File: config.mk
export PLATFORM = sky130hd
export DESIGN_NAME = logic_unit_seq
export DESIGN_NICKNAME = d
export VERILOG_FILES = /design/src/rtl/logic_pkg.sv /design/src/rtl/logic_slice.sv /design/src/rtl/logic_unit_seq.sv
export SDC_FILE = /design/constraint.sdc
export NUM_CORES = 1
export LEC_CHECK = 0
export CAP_MARGIN = 30
export CORE_MARGIN = 3
export CORE_UTILIZATION = 53
export DETAILED_ROUTE_END_ITERATION = 7
export MAX_ROUTING_LAYER = met4
export PLACE_DENSITY_LB_ADDON = 0.15
export SYNTH_ARGS = -nofsm -noshare
export SYNTH_HDL_FRONTEND = slang
export SYNTH_SLANG_ARGS = --single-unit
export TNS_END_PERCENT = 1
File: constraint.sdc
create_clock -name clk -period 3.87 [get_ports clk]
set_input_delay 0.774 -clock clk [delete_from_list [all_inputs] [get_ports clk]]
set_output_delay 0.774 -clock clk [all_outputs]
set_load 0.02 [all_outputs]
File: src/rtl/logic_pkg.sv
`default_nettype none
// ---------------------------------------------------------------------------
// logic_pkg : op encodings and FSM state codes shared by logic_unit_seq
// Rev 1.0
// ---------------------------------------------------------------------------
package logic_pkg;

   localparam logic [1:0] OP_AND = 2'b00;
   localparam logic [1:0] OP_OR  = 2'b01;
   localparam logic [1:0] OP_XOR = 2'b10;
   localparam logic [1:0] OP_NOR = 2'b11;

   typedef logic [1:0] state_t;

   localparam state_t ST_IDLE = 2'd0;
   localparam state_t ST_RUN  = 2'd1;
   localparam state_t ST_DONE = 2'd2;

endpackage
`default_nettype wire

File: src/rtl/logic_slice.sv
`default_nettype none
// ---------------------------------------------------------------------------
// logic_slice : combinational CHUNK-bit AND/OR/XOR/NOR
// Rev 1.0
// ---------------------------------------------------------------------------
module logic_slice
   import logic_pkg::*;
#(
   parameter int CHUNK = 8
) (
   input  logic [CHUNK-1:0] a_i,
   input  logic [CHUNK-1:0] b_i,
   input  logic [1:0]       op_i,
   output logic [CHUNK-1:0] y_o
);

   always_comb begin
      case (op_i)
         OP_AND:  y_o = a_i & b_i;
         OP_OR:   y_o = a_i | b_i;
         OP_XOR:  y_o = a_i ^ b_i;
         default: y_o = ~(a_i | b_i);
      endcase
   end

endmodule
`default_nettype wire

File: src/rtl/logic_unit_seq.sv
`default_nettype none
// ---------------------------------------------------------------------------
// logic_unit_seq : bit-serial-by-chunk logic unit, one CHUNK slice per cycle.
// Optional parity output enabled by macro LOGIC_UNIT_PARITY_EN.  Rev 1.0
// ---------------------------------------------------------------------------
module logic_unit_seq
   import logic_pkg::*;
#(
   parameter int WIDTH = 32,
   parameter int CHUNK = 8
) (
   input  logic             clk,
   input  logic             rst,
   input  logic             start,
   input  logic [1:0]       op,
   input  logic [WIDTH-1:0] A,
   input  logic [WIDTH-1:0] B,
   output logic [WIDTH-1:0] Y,
   output logic             zero,
   output logic             busy,
   output logic             done
`ifdef LOGIC_UNIT_PARITY_EN
   ,
   output logic             parity
`endif
);

   localparam int N  = WIDTH / CHUNK;
   localparam int CW = $clog2(N) + 1;

   state_t           state_q, state_d;
   logic [CW-1:0]    cnt_q,   cnt_d;
   logic [WIDTH-1:0] a_q,     a_d;
   logic [WIDTH-1:0] b_q,     b_d;
   logic [1:0]       op_q,    op_d;
   logic [WIDTH-1:0] acc_q,   acc_d;
   logic [WIDTH-1:0] y_q,     y_d;
   logic             zero_q,  zero_d;
`ifdef LOGIC_UNIT_PARITY_EN
   logic             par_q,   par_d;
`endif

   logic [CHUNK-1:0] slice_a, slice_b, slice_y;

   // Select the slice addressed by the counter from the latched operands
   always_comb begin
      slice_a = '0;
      slice_b = '0;
      for (int i = 0; i < N; i++) begin
         if (cnt_q == CW'(i)) begin
            slice_a = a_q[i*CHUNK +: CHUNK];
            slice_b = b_q[i*CHUNK +: CHUNK];
         end
      end
   end

   logic_slice #(
      .CHUNK (CHUNK)
   ) u_slice (
      .a_i  (slice_a),
      .b_i  (slice_b),
      .op_i (op_q),
      .y_o  (slice_y)
   );

   always_comb begin
      state_d = state_q;
      cnt_d   = cnt_q;
      a_d     = a_q;
      b_d     = b_q;
      op_d    = op_q;
      acc_d   = acc_q;
      y_d     = y_q;
      zero_d  = zero_q;
`ifdef LOGIC_UNIT_PARITY_EN
      par_d   = par_q;
`endif
      case (state_q)
         ST_RUN: begin
            for (int i = 0; i < N; i++) begin
               if (cnt_q == CW'(i)) begin
                  acc_d[i*CHUNK +: CHUNK] = slice_y;
               end
            end
            cnt_d = cnt_q + CW'(1);
            // Result publishes with the final slice merged in, same edge
            if (cnt_q == CW'(N-1)) begin
               state_d = ST_DONE;
               y_d     = acc_d;
               zero_d  = (acc_d == '0);
`ifdef LOGIC_UNIT_PARITY_EN
               par_d   = ^acc_d;
`endif
            end
         end
         default: begin
            if (start) begin
               state_d = ST_RUN;
               a_d     = A;
               b_d     = B;
               op_d    = op;
               cnt_d   = '0;
            end else begin
               state_d = ST_IDLE;
            end
         end
      endcase
   end

   always_ff @(posedge clk) begin
      if (rst) begin
         state_q <= ST_IDLE;
         cnt_q   <= '0;
         a_q     <= '0;
         b_q     <= '0;
         op_q    <= OP_AND;
         acc_q   <= '0;
         y_q     <= '0;
         zero_q  <= 1'b1;
`ifdef LOGIC_UNIT_PARITY_EN
         par_q   <= 1'b0;
`endif
      end else begin
         state_q <= state_d;
         cnt_q   <= cnt_d;
         a_q     <= a_d;
         b_q     <= b_d;
         op_q    <= op_d;
         acc_q   <= acc_d;
         y_q     <= y_d;
         zero_q  <= zero_d;
`ifdef LOGIC_UNIT_PARITY_EN
         par_q   <= par_d;
`endif
      end
   end

   assign Y    = y_q;
   assign zero = zero_q;
   assign busy = (state_q == ST_RUN);
   assign done = (state_q == ST_DONE);
`ifdef LOGIC_UNIT_PARITY_EN
   assign parity = par_q;
`endif

endmodule
`default_nettype wire
==> impl_results.md, run 1 <==
- R2R setup slack: 0.33 ns
- Utilization after layout: 71.25%
- Full die area: 0.01238 sq mm
- Worst-skew pair later-pin latency: 0.53 ns
- Clk buf depth: 2
- Gp weighted congestion: 0.9140
- Detailed placement HPWL: 11080 um
- Num CTS Buffers: 17
- Max-cap violations: 0
- Layout fillers: 869
- Lkg Pwr: 2.880 nW
- Commonest non-fill, non-tap cell in the layout: nand2_1
- Yosys top cell area share: 43.63%
- Largest net degree at the start of global routing: 75
- Synthesis-stage register bit count: 128
- Final Critical Period: 3.539 ns
- Starting Density: 55.64%
- WL final: 15630 um
- Vias: 5507
- Most frequent cells in the layout: 142 x nand2_1, 128 x dfxtp_1, 119 x a21oi_1
- Area contributors post-synth: dfxtp_1 44%, a21oi_1 10%, nand2_1 9.1%
- Vias per inst: 5.648
- CP startpoint: cnt_q[1]
- N_diodes: 0
- IO buf count: 103
- # clock sinks: 128
- Vias in the first global route: 5309
- Cts hold-fix bufs: 0
- Final instance area: 0.007521 sq mm
- Number of remaining DRC errors: 0
- Final setup fails: 0
- Layout net count: 916
- Post-synthesis sequential area ratio: 43.63%
- Clock Pin Slew Worst Setup and Hold Paths: 0.06 ns
- Final setup TNS: 0 ns
- Gate Count Post-Synth: 753
- Status: complete, no violations
- P per Cell Area: 448.3 mW/mm^2
- DR WL/cell: 16.03 um
- Synth cell types: 38
- Pins Over Slew Limit: 0
- Antenna violations before repair: 0
- Hold Path Origin: b_q[10]
- Cell area after synthesis: 0.005873 sq mm
- Asr flop ratio synth: 0%
- Iter 0 DRT Violations: 401
- Router iterations before antenna repair: 5
- Chip height: 111.3 um
- Top Ports: 104
- H-tree depth: 4
- Ratio of cells with drive above 1 in the final layout: 7.271%
- RR Startpoint: cnt_q[1]
- Worst hold path class: flop to flop
- Worst Path Required: 4.34 ns
- CTS tree: built
- Total track usage: 26.15%
- Yosys warns: 0
- Final critical-path share of the clock period: 91.46%
- Slew @ Worst Pin: 0.9087 ns
- First-pass GRT wire length: 25850 um
- Hold_ws: 0.4623 ns
- Layout Skew: 0.01418 ns
- Main synth FF type: dfxtp_1
- CTS Root Cell: clkbuf_8
- Gr ovfl total: 0
- Syn_nets: 843
- Arrival time worst endpoint: 4.01 ns
- Core ar.: 0.01056 sq mm
- Slew margin rel.: 39.20%
- Horiz. Die Dim: 111.3 um
- Kind of critical path: flop to flop
- Hold Violations, Final: 0
- Dpl cell area: 0.006969 sq mm
- Fmax: 282.5 MHz
- Row count: 37
- Post-route ant nets: 0
- Startpoint types: flop
- Peak VDD IR: 0.3350 mV
- RSZ-0062 raised after global routing: no
- CP Max Fanout: 17
- Syn avg cell area: 7.800 sq um
- Post-synth EDFFs: 0
- Syn-to-layout area delta: 28.06%
- Worst setup EP type: flop
- Area leader, netlist: dfxtp_1
## path summary, 6_finish.rpt
kind | endpoint | cells after the start
max | zero | 12
min | b_q[10] | 2
max reg2reg | zero | 12
min reg2reg | b_q[10] | 2
## cells by family (layout without fill, tap and decap cells)
family          Yosys count  count (layout)  synth area share (%)
simple gates            299             299                 20.84
buf+inv                  71             157                 4.921
flops                   128             128                 43.63
fa+ha+maj                21              21                 4.474
mux                      10              10                 1.811
compound gates          224             224                 24.33
## cell type report
cell class,count,area [sq um],share of cell area (%)
Multi-Input combinational cell,554,3039,40.41
Sequential cell,128,2562,34.07
Timing Repair Buffer,120,1181,15.70
Clock buffer,17,414.1,5.507
Tap cell,136,170.2,2.263
Clock inverter,15,135.1,1.797
Inverter,5,18.77,0.2495
## layer usage
layer / part of all wire, % / wire (um) / GRT usage (%) / up-vias
met5: 0 / 0 / - / -
met4: 2.4 / 380 / 9.489 / 0
met3: 5.6 / 880 / 6.386 / 34
met2: 50 / 7740 / 43.95 / 172
met1: 42 / 6626 / 30.40 / 2545
li1: - / - / - / 2756
## cell usage after synthesis, drive strengths merged, types with 3 or more instances
cell and instances:
a211oi 49, o21a 7, mux2i 8, o21ai 3, ha 21, or4 3, a21oi 119, nor2b 11
clkbuf 51, a221oi 16, nor3 23, nor2 110, inv 4, nor4 3, nand2 143, a31oi 4
a21o 16, buf 15, dfxtp 128
## power breakdown
group / internal [mW] / switching, mW
Combinational: 0.203 / 0.255
Clock: 0.857 / 0.633
Sequential: 1.37 / 0.0493
Total: 2.43 / 0.937
## what timing repair did
| item | 4_1_cts | 5_1_grt |
|---|---|---|
| resized for setup | 0 | 1 |
| setup buffers | 0 | 0 |
| setup endpoints to repair | 0 | 3 |
## flip-flops by register name (all words and copies together), names as in the netlist
signal and cells:
state_q 2, b_q 32, zero 1, acc_q 24, cnt_q 3, a_q 32
op_q 2, Y 32
## per-stage QoR
| step | power [mW] | std cells | setup slack (ns) |
|---|---|---|---|
| floorplan | 1.728 | 753 | 0.6146 |
| global placement | 1.883 | 942 | 0.4339 |
| detailed placement | 1.901 | 943 | 0.2535 |
| CTS | 3.367 | 975 | 0.2056 |
| global route | 3.497 | 975 | 0.01080 |
| finish | 3.371 | 975 | 0.3307 |
## critical path: stages, from the launching register on
cell and delay (ns):
dfxtp_1 0.33, inv_1 0.10, ha_1 0.19, nor2b_2 0.57
a221oi_1 0.20, nor3_1 0.25, a21oi_1 0.08, ha_1 0.30
mux2_4 0.30, a2111oi_4 0.43, nand4_1 0.16, a2111oi_2 0.37
a221o_1 0.19
(Power assumes the default switching activity.)
==> inputs of run 2 (changes only) <==
--- a/config.mk
+++ b/config.mk
@@ -5,6 +5,7 @@
 export SDC_FILE = /design/constraint.sdc
 export NUM_CORES = 1
 export LEC_CHECK = 0
+export ABC_AREA = 0
 export CAP_MARGIN = 30
 export CORE_MARGIN = 3
 export CORE_UTILIZATION = 53
==> constraint.sdc (replaced) <==
create_clock -name clk -period 3.55 [get_ports clk]
set_input_delay 0.71 -clock clk [delete_from_list [all_inputs] [get_ports clk]]
set_output_delay 0.71 -clock clk [all_outputs]
set_load 0.02 [all_outputs]
==> run 2 against run 1 <==
Against the previous run: hold slack worse by 0.00071 ns; clock skew down 0.0058 ns; total power up 10%; highest routed layer unchanged; cell area up 1.1%; combinational power up 13%; die area unchanged; via count up 2.7%.
==> impl_results.md, run 2 (synthesis gave the netlist of run 1 again) <==
- Syn-to-layout area delta: 29.46%
- Register area: 0.002562 sq mm
- Delay-heaviest family, CP: compound AO/OA/AOI/OAI gates
- First-pass GRT wire length: 26400 um
- Status: complete, no violations
- Top Ports: 104
- Startpoint types: flop
- Full die area: 0.01238 sq mm
- Crit-path most repeated cell: ha_1
- Final setup TNS: 0 ns
- Final setup fails: 0
- Core ar.: 0.01056 sq mm
- Max-cap violations: 0
- Gr ovfl total: 0
- Pins Over Slew Limit: 0
- Multi-input gate area: 0.003050 sq mm
- Iter 0 DRT Violations: 448
- WL final: 16180 um
- Critical-path cell list: inv_1 -> ha_1 -> nor2b_2 -> buf_4 -> a221oi_1 -> nor3_1 -> a21oi_1 -> ha_1 -> mux2_4 -> a2111oi_4 -> nand4_1 -> a2111oi_2 -> a221o_1
- CP Max Fanout: 29
- Slowest stage delay, CP: 0.41 ns
- Buffer and inverter count on the worst path: 2
- Fmax: 293.9 MHz
- Vias: 5658
- Number of remaining DRC errors: 0
- H-tree depth: 4
- Router iterations before antenna repair: 6
- Setup Fix Bufs, Post-CTS: 0
- Ratio of cells with drive above 1 in the final layout: 8.274%
- IO buf count: 103
- CP startpoint: cnt_q[0]
- Arrival time worst endpoint: 3.89 ns
- Dpl cell area: 0.007029 sq mm
- Worst setup EP type: flop
- Peak VDD IR: 0.3452 mV
- Largest net degree at the start of global routing: 96
- Vias per inst: 5.762
- DR WL/cell: 16.48 um
- CTS tree: built
- P per Cell Area: 488.3 mW/mm^2
- Clock Pin Slew Worst Setup and Hold Paths: 0.06 ns
- Detailed placement HPWL: 11350 um
- Starting Density: 55.64%
- # clock sinks: 128
- Vias in the first global route: 5493
- Layout Skew: 0.008326 ns
- Worst-skew pair later-pin latency: 0.54 ns
- Pre-CTS setup slack: 0.1246 ns
- Total track usage: 27.20%
- Commonest non-fill, non-tap cell in the layout: nand2_1
- Most frequent cells in the layout: 140 x nand2_1, 128 x dfxtp_1, 118 x a21oi_1
- Final critical-path share of the clock period: 95.83%
- Antenna violations before repair: 0
- Hold Path Origin: b_q[21]
- Final Critical Period: 3.402 ns
- Layout net count: 924
- PnR worst setup slack: 0.1480 ns
- Total design power: 3.713 mW
- CTS Root Cell: clkbuf_8
- RSZ-0062 raised after global routing: yes
- Final instance area: 0.007604 sq mm
- Chip height: 111.3 um
- Row count: 37
- Worst Path Required: 4.04 ns
- Slowest CP cell: dfxtp_1
- Worst hold path class: flop to flop
- Post-route ant nets: 0
- Gp weighted congestion: 0.9441
- Kind of critical path: flop to flop
- Num CTS Buffers: 17
- RR Startpoint: cnt_q[0]
- Horiz. Die Dim: 111.3 um
- Lkg Pwr: 2.932 nW
- Layout fillers: 853
- Slew @ Worst Pin: 1.024 ns
- N_diodes: 0
- Slew margin rel.: 31.49%
- Hold Violations, Final: 0
- Clk buf depth: 2
-- run 2: where the power goes --
group          internal, mW  switching, mW  total [mW]
Clock                  1.02          0.621        1.64
Combinational         0.231          0.286       0.516
Sequential             1.50         0.0540        1.55
-- run 2: area by class of cell --
| type | instances | area share [%] |
|---|---|---|
| well taps | 136 | 2.238 |
| clock buffers | 20 | 5.858 |
| flip-flops and latches | 128 | 33.70 |
| repair buffers | 128 | 16.32 |
| inverters | 5 | 0.2468 |
| multi-input cells | 554 | 40.12 |
| clock inverters | 11 | 1.514 |
-- run 2: through the flow --
step / util, % / hold WS (ns) / cells
after floorplan: - / 0.4361 / 753
after global placement: 66.41 / 0.4498 / 950
after detailed placement: 66.60 / 0.4495 / 951
after CTS: 71.91 / 0.4600 / 982
after global routing: 72.04 / 0.4810 / 982
final: 72.04 / 0.4616 / 982
-- run 2: worst paths after layout --
| check | to | slack, ns | cells past startpoint |
|---|---|---|---|
| max | zero | 0.15 | 13 |
| min | b_q[21] | 0.46 | 2 |
| max reg2reg | zero | 0.15 | 13 |
| min reg2reg | b_q[21] | 0.46 | 2 |
-- run 2: layer usage --
layer,track usage (%),up-vias,routed length [um]
met2,46.00,247,8005
met4,15.25,0,653
met1,29.84,2590,6478
li1,-,2771,-
met3,5.513,50,1044
met5,-,-,0
-- run 2: what timing repair did --
action	4_1_cts	5_1_grt
endpoints found under the hold margin	0	0
hold buffers	0	0
endpoints found under the setup margin	0	5
gates resized for setup	0	4
-- run 2: worst min-delay path, delay by kind of cell (launching register included) --
kind | cells | cell delay (ns)
DFF | 1 | 0.31
and+or+nand+nor | 1 | 0.05
AOI/OAI and AO/OA | 1 | 0.05
